$ cat config.mk
export PLATFORM = sky130hd
export DESIGN_NAME = rr_arbiter_ctrl
export DESIGN_NICKNAME = d
export VERILOG_FILES = /design/src/rtl/rr_arb_pkg.sv /design/src/rtl/rr_pick.sv /design/src/rtl/rr_arbiter_ctrl.sv
export SDC_FILE = /design/constraint.sdc
export NUM_CORES = 1
export LEC_CHECK = 0
export ABC_AREA = 1
export CORE_MARGIN = 2
export CORE_UTILIZATION = 39
export CTS_BUF_LIST = sky130_fd_sc_hd__clkbuf_16
export DETAILED_ROUTE_END_ITERATION = 12
export PLACE_DENSITY = 0.73
export SLEW_MARGIN = 40
export SYNTH_ARGS = -nofsm -noshare
export SYNTH_HDL_FRONTEND = slang
export SYNTH_SLANG_ARGS = --single-unit
$ cat constraint.sdc
create_clock -name clk -period 3.6 [get_ports clk]
set_input_delay 0.36 -clock clk [delete_from_list [all_inputs] [get_ports clk]]
set_output_delay 0.36 -clock clk [all_outputs]
set_load 0.05 [all_outputs]
$ cat src/rtl/rr_arb_pkg.sv
// Shared types and helpers for the round-robin arbiter: FSM state, index wrap
// and one-hot to binary conversion.
package rr_arb_pkg;

  localparam int MAX_WIDTH = 32;

  typedef enum logic {
    IDLE   = 1'b0,
    LOCKED = 1'b1
  } state_t;

  // Explicit wrap keeps non-power-of-two widths correct without a modulo.
  function automatic int next_idx(input int i, input int width);
    return (i == width - 1) ? 0 : i + 1;
  endfunction

  function automatic int onehot_to_idx(input logic [MAX_WIDTH-1:0] oh);
    int idx;
    idx = 0;
    for (int k = 0; k < MAX_WIDTH; k++) begin
      if (oh[k[4:0]]) idx = idx | k;
    end
    return idx;
  endfunction

endpackage

$ cat src/rtl/rr_pick.sv
// Combinational round-robin pick: first eligible index at or after ptr_i,
// wrapping past WIDTH-1 back to 0.
module rr_pick
  import rr_arb_pkg::*;
#(
  parameter int WIDTH = 4,
  parameter int SELW  = $clog2(WIDTH)
) (
  input  logic [WIDTH-1:0] eligible_i,
  input  logic [SELW-1:0]  ptr_i,
  output logic [SELW-1:0]  pick_o,
  output logic             any_o
);

  localparam int CW = SELW + 1;

  // chain[k] holds the winner among offsets k..WIDTH-1; lower offsets override.
  logic [SELW-1:0] chain [WIDTH+1];

  assign chain[WIDTH] = '0;

  for (genvar gi = 0; gi < WIDTH; gi++) begin : g_off
    logic [CW-1:0]   sum;
    logic [SELW-1:0] cand;
    assign sum  = {1'b0, ptr_i} + CW'(gi);
    assign cand = (sum >= CW'(WIDTH)) ? SELW'(sum - CW'(WIDTH)) : SELW'(sum);
    assign chain[gi] = eligible_i[cand] ? cand : chain[gi+1];
  end

  assign pick_o = chain[0];
  assign any_o  = |eligible_i;

endmodule

$ cat src/rtl/rr_arbiter_ctrl.sv
// Round-robin arbiter that locks a grant for a whole multi-beat transaction and
// force-releases it after MAX_HOLD cycles without a last beat.
module rr_arbiter_ctrl
  import rr_arb_pkg::*;
#(
  parameter int WIDTH    = 4,
  parameter int SELW     = $clog2(WIDTH),
  parameter int MAX_HOLD = 64,
  parameter int HOLDW    = $clog2(MAX_HOLD + 1)
) (
  input  logic             clk,
  input  logic             rst_n,
  input  logic             en,
  input  logic [WIDTH-1:0] mask,
  input  logic [WIDTH-1:0] req,
  input  logic [WIDTH-1:0] req_last,
  input  logic             out_ready,
  output logic [WIDTH-1:0] gnt,
  output logic [SELW-1:0]  gnt_idx,
  output logic             out_valid,
  output logic             busy,
  output logic             timeout
);

  state_t           state_q;
  logic [SELW-1:0]  ptr_q;
  logic [WIDTH-1:0] gnt_q;
  logic [HOLDW-1:0] hold_q;
  logic             timeout_q;

  logic [WIDTH-1:0] eligible;
  logic [SELW-1:0]  pick;
  logic             any_elig;
  logic             last_fire;
  logic             hold_expire;
  logic [SELW-1:0]  ptr_d;
  logic [WIDTH-1:0] gnt_d;
  logic [HOLDW-1:0] hold_d;

  assign eligible = req & mask;

  rr_pick #(
    .WIDTH(WIDTH),
    .SELW (SELW)
  ) u_pick (
    .eligible_i(eligible),
    .ptr_i     (ptr_q),
    .pick_o    (pick),
    .any_o     (any_elig)
  );

  assign gnt_idx     = SELW'(onehot_to_idx(MAX_WIDTH'(gnt_q)));
  assign out_valid   = |(gnt_q & req);
  assign last_fire   = out_ready & |(gnt_q & req & req_last);
  assign hold_expire = (hold_q == HOLDW'(MAX_HOLD - 1));
  assign ptr_d       = SELW'(next_idx(int'(gnt_idx), WIDTH));
  assign gnt_d       = WIDTH'(1) << pick;
  assign hold_d      = (hold_q == HOLDW'(MAX_HOLD)) ? hold_q : hold_q + 1'b1;

  always_ff @(posedge clk) begin
    if (!rst_n) begin
      state_q   <= IDLE;
      ptr_q     <= '0;
      gnt_q     <= '0;
      hold_q    <= '0;
      timeout_q <= 1'b0;
    end else begin
      timeout_q <= 1'b0;
      case (state_q)
        IDLE: begin
          if (en && any_elig) begin
            state_q <= LOCKED;
            gnt_q   <= gnt_d;
            hold_q  <= '0;
          end
        end
        LOCKED: begin
          // A last beat landing on the expiry cycle wins: normal release, no pulse.
          if (last_fire) begin
            state_q <= IDLE;
            gnt_q   <= '0;
            ptr_q   <= ptr_d;
          end else if (hold_expire) begin
            state_q   <= IDLE;
            gnt_q     <= '0;
            ptr_q     <= ptr_d;
            timeout_q <= 1'b1;
          end else begin
            hold_q <= hold_d;
          end
        end
      endcase
    end
  end

  assign gnt     = gnt_q;
  assign busy    = (state_q == LOCKED);
  assign timeout = timeout_q;

endmodule

==> flow_metrics.env, run 1 <==
export IMPL_result_of_the_run="finished clean"
export IMPL_rows=19
export IMPL_fmax_mhz=453
export IMPL_cts_made_buffers=3
export IMPL_grt_ovfl_total=0
export IMPL_clk_pin_slew_ns=0.04
export IMPL_diodes=0
export IMPL_dominant_combinational_cell_family_by_area_after_synthesis="simple AND/OR/NAND/NOR gates"
export IMPL_yosysTopAreaCellShare=0.275
export IMPL_timing_critical_path_required_ns=3.24
export IMPL_grt_total_usage=0.182
export IMPL_ys_seq_area_frac=0.275
export IMPL_fp_dieW_microns=57.0
export IMPL_fp_dieArea_sq_mm=0.00324
export IMPL_area_growth_pct=31.4
export IMPL_avgSynthCellArea_sq_um=6.79
export IMPL_maximum_cell_stage_delay_along_the_critical_path_ns=0.80
export IMPL_first_global_vias=1106
export IMPL_synth_simple_area_share=0.463
export IMPL_die_height_microns=57.0
export IMPL_post_synth_fa_ha_maj_area_fraction=0.0229
export IMPL_instance_count_of_the_mapped_netlist=161
export IMPL_route_antenna_remaining_nets=0
export IMPL_core_sq_mm=0.00271
export IMPL_setup_viol_count_final=0
export IMPL_synthesis_nets=179
export IMPL_setup_tns_final_ns=0
export IMPL_drt_iter0_drc=47
export IMPL_worstSetupEndpointType="output port"
export IMPL_netlist_cell_type_count=25
export IMPL_synth_top_cells_by_area="sky130_fd_sc_hd__dfxtp_1, sky130_fd_sc_hd__nand2_1, sky130_fd_sc_hd__nand3_1"
export IMPL_grt_pass1_wl_mm=4.66
export IMPL_h_tree_depth=1
export IMPL_cts_setup_buffers=0
export IMPL_grt_setup_unrepaired="false"
export IMPL_grt_antenna_before_repair=0
export IMPL_fin_crit_sh=0.613
export IMPL_synth_top_cell_by_area="sky130_fd_sc_hd__dfxtp_1"
export IMPL_synth_compound_gate_area_share=0.129
export IMPL_detailroute_via_count=1158
export IMPL_layout_nets=206
export IMPL_maximum_number_of_pins_on_one_net_before_global_route_repair=13
export IMPL_worst_hold_path_type="reg -> reg"
export IMPL_finalHoldViolCount=0
export IMPL_route_final_wire_length_mm=2.79
export IMPL_finish_utilization=0.530
export IMPL_cts_repair_resized=0
export IMPL_hp_start="gnt[0]"
export IMPL_hold_buffers=0
export IMPL_synth_xor_xnor_area_share=0.0400
export IMPL_fin_worst_skew_ns=0.00134
export IMPL_max_cap_viol_count=0
export IMPL_timing_final_max_slew_violations=0
export IMPL_ir_drop_mv=0.273
export IMPL_timing_critical_path_cells="clkdlybuf4s50_1 -> nand2_1 -> nand4_1 -> clkdlybuf4s50_1"
export IMPL_critical_path_at_ns=1.85
export IMPL_io_pin_count=25
export IMPL_min_delay_worst_endpoint="gnt[0]"
export IMPL_critical_path_slowest_cell="sky130_fd_sc_hd__clkdlybuf4s50_1"
export IMPL_finalWeightedCongestion=0.819
export IMPL_r2r_setup_slack_ns=1.96
export IMPL_floorplan_initialDensity=0.404
export IMPL_worst_setup_path_start_kind="input pin"
export IMPL_whs_path_depth=2
export IMPL_cell_area_after_synthesis_sq_mm=0.00109
export IMPL_setup_crit_path_kind="in -> out"
export IMPL_timing_reg2reg_worst_path_depth=10
export IMPL_power_density_mw_per_mm2=345
export IMPL_clock_root_buffer="sky130_fd_sc_hd__clkbuf_16"
export IMPL_drive_above_1_share=0.144
export IMPL_drc=0
export IMPL_yosys_warnings=0
export IMPL_timing_slew_headroom=0.664
export IMPL_tritoncts="done"
export IMPL_drt_vias_per_instance=5.31
export IMPL_min_period_ns=2.21
export IMPL_timing_critical_path_fanout_max=4
export IMPL_synth_seq_cells=15
export IMPL_wl_per_cell_microns=12.8
export IMPL_dr_pass1_iters=4
export IMPL_later_pin_clock_latency_in_the_skew_report_ns=0.24
export IMPL_crit_path_start="req[3]"
export IMPL_cts_buffer_depth=2
export IMPL_critPathMostFrequentCell="sky130_fd_sc_hd__clkdlybuf4s50_1"
export IMPL_timing_worst_slew_pin_value_ns=0.503
export IMPL_clock_sink_count=15
export IMPL_rr_endpoint="ptr_q[1]"
export IMPL_port_buffers=24
export IMPL_regToRegStartpoint="hold_q[1]"
export IMPL_hpwlAfterDp_mm=2.19
export IMPL_portion_of_netlist_area_occupied_by_mux_cells=0
export IMPL_timing_hold_ws_ns=0.503
export IMPL_total_leakage_power_nw=0.576
power breakdown:
| part | total (mW) | switching (mW) | internal (mW) |
|---|---|---|---|
| combinational | 0.108 | 0.0663 | 0.0416 |
| clock | 0.209 | 0.0620 | 0.147 |
| sequential | 0.179 | 0.00756 | 0.172 |
metrics by stage:
stage | setup slack [ns] | total power [mW] | instance area, sq um | cells
2_1_floorplan | 1.97 | 0.248 | 1090 | 161
3_3_place_gp | 1.41 | 0.288 | 1360 | 214
3_5_place_dp | 1.40 | 0.290 | 1360 | 214
4_1_cts | 1.40 | 0.502 | 1440 | 218
5_1_grt | 1.35 | 0.521 | 1440 | 218
6_report | 1.39 | 0.496 | 1440 | 218
logic make-up (layout without fill, tap and decap cells):
logic type | after synthesis | count (layout)
AOI/OAI and AO/OA | 21 | 21
and+or+nand+nor | 101 | 101
xor gates and xnor gates | 5 | 5
DFF | 15 | 15
buffers and inverters | 17 | 43
adders and majority gates | 2 | 2
cell usage after synthesis (all sizes together):
cell,number
xor2,4
o21ai,4
buf,1
dfxtp,15
nand4,10
a21oi,15
inv,15
nand2,50
a2111oi,1
a41oi,1
nor2,19
xnor2,1
clkbuf,1
ha,2
or2,1
nand3,21
how the worst max path moves through the flow:
stage | slack (ns) | to | depth (start not counted)
2_1_floorplan | 1.97 | hold_q[1] | 7
3_3_place_gp | 1.41 | out_valid | 4
3_5_place_dp | 1.40 | out_valid | 4
4_1_cts | 1.40 | out_valid | 4
5_1_grt | 1.35 | out_valid | 4
6_report | 1.39 | out_valid | 4
area by class of cell:
| cell class | count | area [sq um] |
|---|---|---|
| fill | 278 | 1270 |
| multi-input combinational | 129 | 717 |
| sequential | 15 | 300 |
| timing repair buffer | 24 | 240 |
| clock buffer | 3 | 75.1 |
| inverter | 15 | 61.3 |
| tap | 31 | 38.8 |
| clock inverter | 1 | 3.75 |
worst max-delay path: cells and delay by family:
family	cells	cell delay [ns]
buf+inv	2	1.33
simple gates	2	0.17
per-layer routing:
metal	global-route usage	share of wire
met4	0.0897	0.032
met3	0.0340	0.051
met1	0.204	0.42
met5	0	0
met2	0.327	0.50
cell usage in the layout, fill, tap and decap left out, drive strengths merged:
| cell type | n |
|---|---|
| inv | 16 |
| nand4 | 10 |
| nand2 | 50 |
| nand3 | 21 |
| clkdlybuf4s50 | 24 |
| xor2 | 4 |
| dfxtp | 15 |
| a2111oi | 1 |
| ha | 2 |
| a41oi | 1 |
| nor2 | 19 |
| a21oi | 15 |
| clkbuf | 3 |
| xnor2 | 1 |
| o21ai | 4 |
| or2 | 1 |
state kept, by name (all words and copies together) (netlist names):
signal and cells:
gnt 4, timeout 1, hold_q 7, ptr_q 2, busy 1
Note: power is estimated with default switching activity, not from simulation.
==> inputs of run 2 (changes only) <==
--- a/config.mk
+++ b/config.mk
@@ -10,7 +10,7 @@
 export CORE_UTILIZATION = 39
 export CTS_BUF_LIST = sky130_fd_sc_hd__clkbuf_16
 export DETAILED_ROUTE_END_ITERATION = 12
-export PLACE_DENSITY = 0.73
+export PLACE_DENSITY = 0.75
 export SLEW_MARGIN = 40
 export SYNTH_ARGS = -nofsm -noshare
 export SYNTH_HDL_FRONTEND = slang
==> constraint.sdc (replaced) <==
create_clock -name clk -period 1.9 [get_ports clk]
set_input_delay 0.19 -clock clk [delete_from_list [all_inputs] [get_ports clk]]
set_output_delay 0.19 -clock clk [all_outputs]
set_load 0.05 [all_outputs]
==> run 2 against run 1 <==
  * Utilization up 0.32 points
  * Critical path depth down 3
  * Count of clock-buffer cells in the layout unchanged
  * Sequential share of layout area down 0.13 points
  * Global-route usage up 0.21 points
  * Worst hold slack better by 0.031 ns
  * Combinational power up 93%
  * Critical path type is now reg -> out
  * Largest cell class unchanged
  * Highest routed layer unchanged
==> flow_metrics.env, run 2 (synthesis gave the netlist of run 1 again) <==
export IMPL_grt_pass1_wl_mm=4.72
export IMPL_clock_sink_count=15
export IMPL_cts_made_buffers=3
export IMPL_fp_dieArea_sq_mm=0.00324
export IMPL_area_growth_pct=32.2
export IMPL_rows=19
export IMPL_timing_slew_headroom=0.654
export IMPL_fmax_mhz=583
export IMPL_timing_critical_path_cells="clkdlybuf4s50_1"
export IMPL_cts_repair_resized=0
export IMPL_power_density_mw_per_mm2=666
export IMPL_register_area_sq_um=300
export IMPL_hold_buffers=0
export IMPL_worst_setup_path_start_kind="flip-flop"
export IMPL_max_cap_viol_count=0
export IMPL_io_pin_count=25
export IMPL_detailroute_via_count=1177
export IMPL_fin_crit_sh=0.902
export IMPL_worstSetupEndpointType="output port"
export IMPL_min_period_ns=1.71
export IMPL_timing_worst_slew_pin_value_ns=0.519
export IMPL_timing_reg2reg_worst_path_depth=9
export IMPL_grt_antenna_before_repair=0
export IMPL_diodes=0
export IMPL_floorplan_initialDensity=0.404
export IMPL_grt_total_usage=0.184
export IMPL_fin_worst_skew_ns=0.000969
export IMPL_clock_root_buffer="sky130_fd_sc_hd__clkbuf_16"
export IMPL_drt_iter0_drc=80
export IMPL_finalWeightedCongestion=0.919
export IMPL_timing_critical_path_fanout_max=6
export IMPL_core_sq_mm=0.00271
export IMPL_power_mw=0.963
export IMPL_route_final_wire_length_mm=2.84
export IMPL_postLayoutCellArea_sq_mm=0.00145
export IMPL_later_pin_clock_latency_in_the_skew_report_ns=0.25
export IMPL_port_buffers=24
export IMPL_route_antenna_remaining_nets=0
export IMPL_numPlacedInstances=214
export IMPL_maximum_cell_stage_delay_along_the_critical_path_ns=0.84
export IMPL_first_global_vias=1064
export IMPL_regToRegStartpoint="hold_q[1]"
export IMPL_cts_buffer_depth=2
export IMPL_final_cell_count_no_fill=218
export IMPL_finish_utilization=0.533
export IMPL_drc=0
export IMPL_most_common_layout_cells="sky130_fd_sc_hd__nand2_1, sky130_fd_sc_hd__clkdlybuf4s50_1, sky130_fd_sc_hd__nand3_1"
export IMPL_dr_pass1_iters=4
export IMPL_result_of_the_run="finished clean"
export IMPL_critical_path_at_ns=1.52
export IMPL_clk_pin_slew_ns=0.05
export IMPL_drt_vias_per_instance=5.40
export IMPL_timing_critical_path_required_ns=1.71
export IMPL_final_common_cell="sky130_fd_sc_hd__nand2_1"
export IMPL_crit_path_start="gnt[3]"
export IMPL_drive_above_1_share=0.166
export IMPL_fp_dieW_microns=57.0
export IMPL_ir_drop_mv=0.531
export IMPL_maximum_number_of_pins_on_one_net_before_global_route_repair=13
export IMPL_critical_path_cell_count=1
export IMPL_top_register="hold_q"
export IMPL_setup_crit_path_kind="reg -> out"
export IMPL_critical_path_n_buffers_inverters=1
export IMPL_flip_flop_count_of_the_largest_register_after_layout=7
export IMPL_placement_cell_area_sq_mm=0.00136
export IMPL_crit_end="gnt[3]"
export IMPL_layout_nets=206
export IMPL_timing_final_max_slew_violations=0
export IMPL_critical_path_slowest_cell="sky130_fd_sc_hd__clkdlybuf4s50_1"
export IMPL_multi_input_comb_area_sq_um=717
export IMPL_rr_endpoint="hold_q[1]"
export IMPL_wl_per_cell_microns=13.0
export IMPL_setup_tns_final_ns=0
export IMPL_hpwlAfterDp_mm=2.12
export IMPL_tritoncts="done"
export IMPL_timing_critical_path_max_delay_family="buffers and inverters"
export IMPL_grt_setup_unrepaired="false"
export IMPL_grt_ovfl_total=0
export IMPL_cts_setup_buffers=0
export IMPL_setup_viol_count_final=0
export IMPL_die_height_microns=57.0
export IMPL_h_tree_depth=1
export IMPL_worst_hold_path_type="reg -> reg"
export IMPL_nFillCells=268
export IMPL_r2r_setup_slack_ns=0.29
export IMPL_finalHoldViolCount=0
export IMPL_total_leakage_power_nw=0.601
-- run 2: changes by cell type in the layout (fill, tap and decap cells not counted), sizes merged --
cell           delta
clkdlybuf4s50     -4
buf               +3
clkinv            +1
dlymetal6s2s      +1
inv               -1
-- run 2: worst min path at each step --
stage	from	slack [ns]	to	depth (start not counted)
6_report	hold_q[4]	0.53	hold_q[4]	2
5_1_grt	hold_q[4]	0.55	hold_q[4]	2
4_1_cts	hold_q[4]	0.53	hold_q[4]	2
3_5_place_dp	hold_q[4]	0.52	hold_q[4]	2
3_3_place_gp	hold_q[4]	0.51	hold_q[4]	2
2_1_floorplan	out_ready	0.28	timeout	1
-- run 2: where the power goes --
part	internal [mW]	total [mW]	switching, mW	leakage (nW)
clock	0.281	0.414	0.133	0.0409
sequential	0.325	0.341	0.0161	0.122
combinational	0.0819	0.208	0.126	0.438
-- run 2: per-layer routing --
| metal | global-route usage | share of wire |
|---|---|---|
| met1 | 0.234 | 0.47 |
| met2 | 0.302 | 0.46 |
| met3 | 0.0522 | 0.063 |
| met4 | 0.0565 | 0.010 |
| met5 | 0 | 0 |
-- run 2: area by class of cell --
class / count / share of cell area
Clock inverter: 1 / 0.00346
Timing Repair Buffer: 24 / 0.171
Tap cell: 31 / 0.0268
Sequential cell: 15 / 0.208
Inverter: 15 / 0.0424
Multi-Input combinational cell: 129 / 0.496
Clock buffer: 3 / 0.0519
-- run 2: stage by stage --
step                hold WS, ns  setup WS, ns
finish                    0.534         0.186
floorplan                 0.282         0.272
global route              0.553         0.153
global placement          0.511         0.221
CTS                       0.528        0.0215
detailed placement        0.520         0.178
==> inputs of run 3 (changes only) <==
--- a/config.mk
+++ b/config.mk
@@ -11,7 +11,7 @@
 export CTS_BUF_LIST = sky130_fd_sc_hd__clkbuf_16
 export DETAILED_ROUTE_END_ITERATION = 12
 export PLACE_DENSITY = 0.75
-export SLEW_MARGIN = 40
+export REMOVE_ABC_BUFFERS = 1
 export SYNTH_ARGS = -nofsm -noshare
 export SYNTH_HDL_FRONTEND = slang
 export SYNTH_SLANG_ARGS = --single-unit
==> run 3 against run 2 <==
  * Sequential cell count stayed put
  * Clock power shrank 2%
  * Via count decreased by 2.2%
  * Die area unchanged
  * Non-clock buffer count did not move
  * Final area did not move
  * Count of clock-buffer cells in the layout stayed put
  * Total power decreased by 0.91%
  * Wire length shrank 5.4%
  * Register-to-register slack is essentially flat
  * Critical endpoint is now gnt_idx[0]
  * Largest cell class unchanged
  * Highest routed layer unchanged
==> flow_metrics.env, run 3 (synthesis gave the netlist of run 1 again) <==
export IMPL_nFillCells=284
export IMPL_cts_setup_buffers=0
export IMPL_drt_iter0_drc=35
export IMPL_grt_pass1_wl_mm=4.61
export IMPL_total_switching_power_mw=0.266
export IMPL_total_leakage_power_nw=0.581
export IMPL_worstSetupEndpointType="output port"
export IMPL_rr_endpoint="ptr_q[1]"
export IMPL_worst_setup_path_start_kind="flip-flop"
export IMPL_drt_vias_per_instance=5.28
export IMPL_layout_nets=206
export IMPL_ir_drop_mv=0.398
export IMPL_power_switching_share=0.279
export IMPL_dr_pass1_iters=4
export IMPL_comb_power_share=0.218
export IMPL_pwr_share_seq=0.356
export IMPL_final_common_cell="sky130_fd_sc_hd__nand2_1"
export IMPL_timing_slew_headroom=0.669
export IMPL_clock_sink_count=15
export IMPL_tritoncts="done"
export IMPL_timing_reg2reg_worst_path_depth=10
export IMPL_regToRegStartpoint="hold_q[1]"
export IMPL_max_cap_viol_count=0
export IMPL_port_buffers=24
export IMPL_power_mw=0.954
export IMPL_core_sq_mm=0.00271
export IMPL_r2r_setup_slack_ns=0.28
export IMPL_grt_antenna_before_repair=0
export IMPL_floorplan_initialDensity=0.404
export IMPL_diodes=0
export IMPL_first_global_vias=1081
export IMPL_area_growth_pct=32.2
export IMPL_fmax_mhz=542
export IMPL_grt_total_usage=0.177
export IMPL_finalHoldViolCount=0
export IMPL_multi_input_comb_area_sq_um=717
export IMPL_crit_end="gnt_idx[0]"
export IMPL_result_of_the_run="finished clean"
export IMPL_timing_critical_path_fanout_max=6
export IMPL_min_period_ns=1.85
export IMPL_grt_setup_unrepaired="false"
export IMPL_clk_pin_slew_ns=0.05
export IMPL_grt_ovfl_total=0
export IMPL_finalWeightedCongestion=0.833
export IMPL_h_tree_depth=1
export IMPL_cts_made_buffers=3
export IMPL_fp_dieArea_sq_mm=0.00324
export IMPL_maximum_number_of_pins_on_one_net_before_global_route_repair=13
export IMPL_critical_path_at_ns=1.66
export IMPL_clock_root_buffer="sky130_fd_sc_hd__clkbuf_16"
export IMPL_flip_flop_count_of_the_largest_register_after_layout=7
export IMPL_route_antenna_remaining_nets=0
export IMPL_most_common_layout_cells="sky130_fd_sc_hd__nand2_1, sky130_fd_sc_hd__clkdlybuf4s50_1, sky130_fd_sc_hd__nand3_1"
export IMPL_power_density_mw_per_mm2=660
export IMPL_setup_crit_path_kind="reg -> out"
export IMPL_p_int_mw=0.688
export IMPL_cts_repair_resized=0
export IMPL_cts_buffer_depth=2
export IMPL_drc=0
export IMPL_top_register="hold_q"
export IMPL_setup_viol_count_final=0
export IMPL_wl_per_cell_microns=12.3
export IMPL_fp_dieW_microns=57.0
export IMPL_die_height_microns=57.0
export IMPL_timing_critical_path_required_ns=1.71
export IMPL_io_pin_count=25
export IMPL_fin_worst_skew_ns=0.00209
export IMPL_later_pin_clock_latency_in_the_skew_report_ns=0.25
export IMPL_drive_above_1_share=0.160
export IMPL_worst_hold_path_type="reg -> reg"
export IMPL_register_area_sq_um=300
export IMPL_setup_tns_final_ns=0
export IMPL_timing_worst_slew_pin_value_ns=0.495
export IMPL_fin_crit_sh=0.972
export IMPL_detailroute_via_count=1151
export IMPL_hold_buffers=0
export IMPL_power_share_clock=0.426
export IMPL_route_final_wire_length_mm=2.68
export IMPL_timing_final_max_slew_violations=0
export IMPL_hpwlAfterDp_mm=2.15
export IMPL_rows=19
export IMPL_crit_path_start="gnt[3]"
[run 3: worst min-delay path by stage]
stage | start | endpoint | slack [ns] | cells past startpoint
2_1_floorplan | out_ready | timeout | 0.28 | 1
3_3_place_gp | gnt[0] | gnt[0] | 0.50 | 2
3_5_place_dp | gnt[0] | gnt[0] | 0.51 | 2
4_1_cts | gnt[0] | gnt[0] | 0.52 | 2
5_1_grt | gnt[0] | gnt[0] | 0.56 | 2
6_report | gnt[0] | gnt[0] | 0.51 | 2
[run 3: metal layers]
layer | up-vias | track usage | wire, microns
li1 | 598 | - | -
met1 | 521 | 0.235 | 1270
met2 | 26 | 0.279 | 1260
met3 | 6 | 0.0340 | 106
met4 | 0 | 0.0831 | 41
met5 | - | 0 | 0
[run 3: critical path: stages, from the launching register on]
cell and delay, ns:
sky130_fd_sc_hd__dfxtp_1 0.35, sky130_fd_sc_hd__or2_2 0.35, sky130_fd_sc_hd__clkdlybuf4s50_1 0.71
[run 3: final cells by class]
type | instances | area share
Clock buffer | 3 | 0.0519
Timing Repair Buffer | 24 | 0.171
Inverter | 15 | 0.0424
Tap cell | 31 | 0.0268
Sequential cell | 15 | 0.208
Multi-Input combinational cell | 129 | 0.496
Clock inverter | 1 | 0.00346
[run 3: metrics by stage]
step / std cells / area, sq um / worst slack (ns) / hold slack [ns] / utilization
6_report: 218 / 1450 / 0.0537 / 0.513 / 0.533
5_1_grt: 218 / 1450 / 0.00262 / 0.557 / 0.533
4_1_cts: 218 / 1450 / 0.0440 / 0.524 / 0.533
3_5_place_dp: 214 / 1370 / 0.176 / 0.514 / 0.504
3_3_place_gp: 214 / 1370 / 0.227 / 0.498 / 0.504
2_1_floorplan: 159 / 1080 / 0.273 / 0.282 / -
[run 3: power groups by stage]
stage               Clock [mW]  Combinational [mW]  Sequential (mW)
global placement             0               0.204            0.345
global route             0.430               0.227            0.341
finish                   0.406               0.208            0.340
detailed placement           0               0.207            0.346
CTS                      0.416               0.208            0.340
floorplan                    0               0.106            0.363
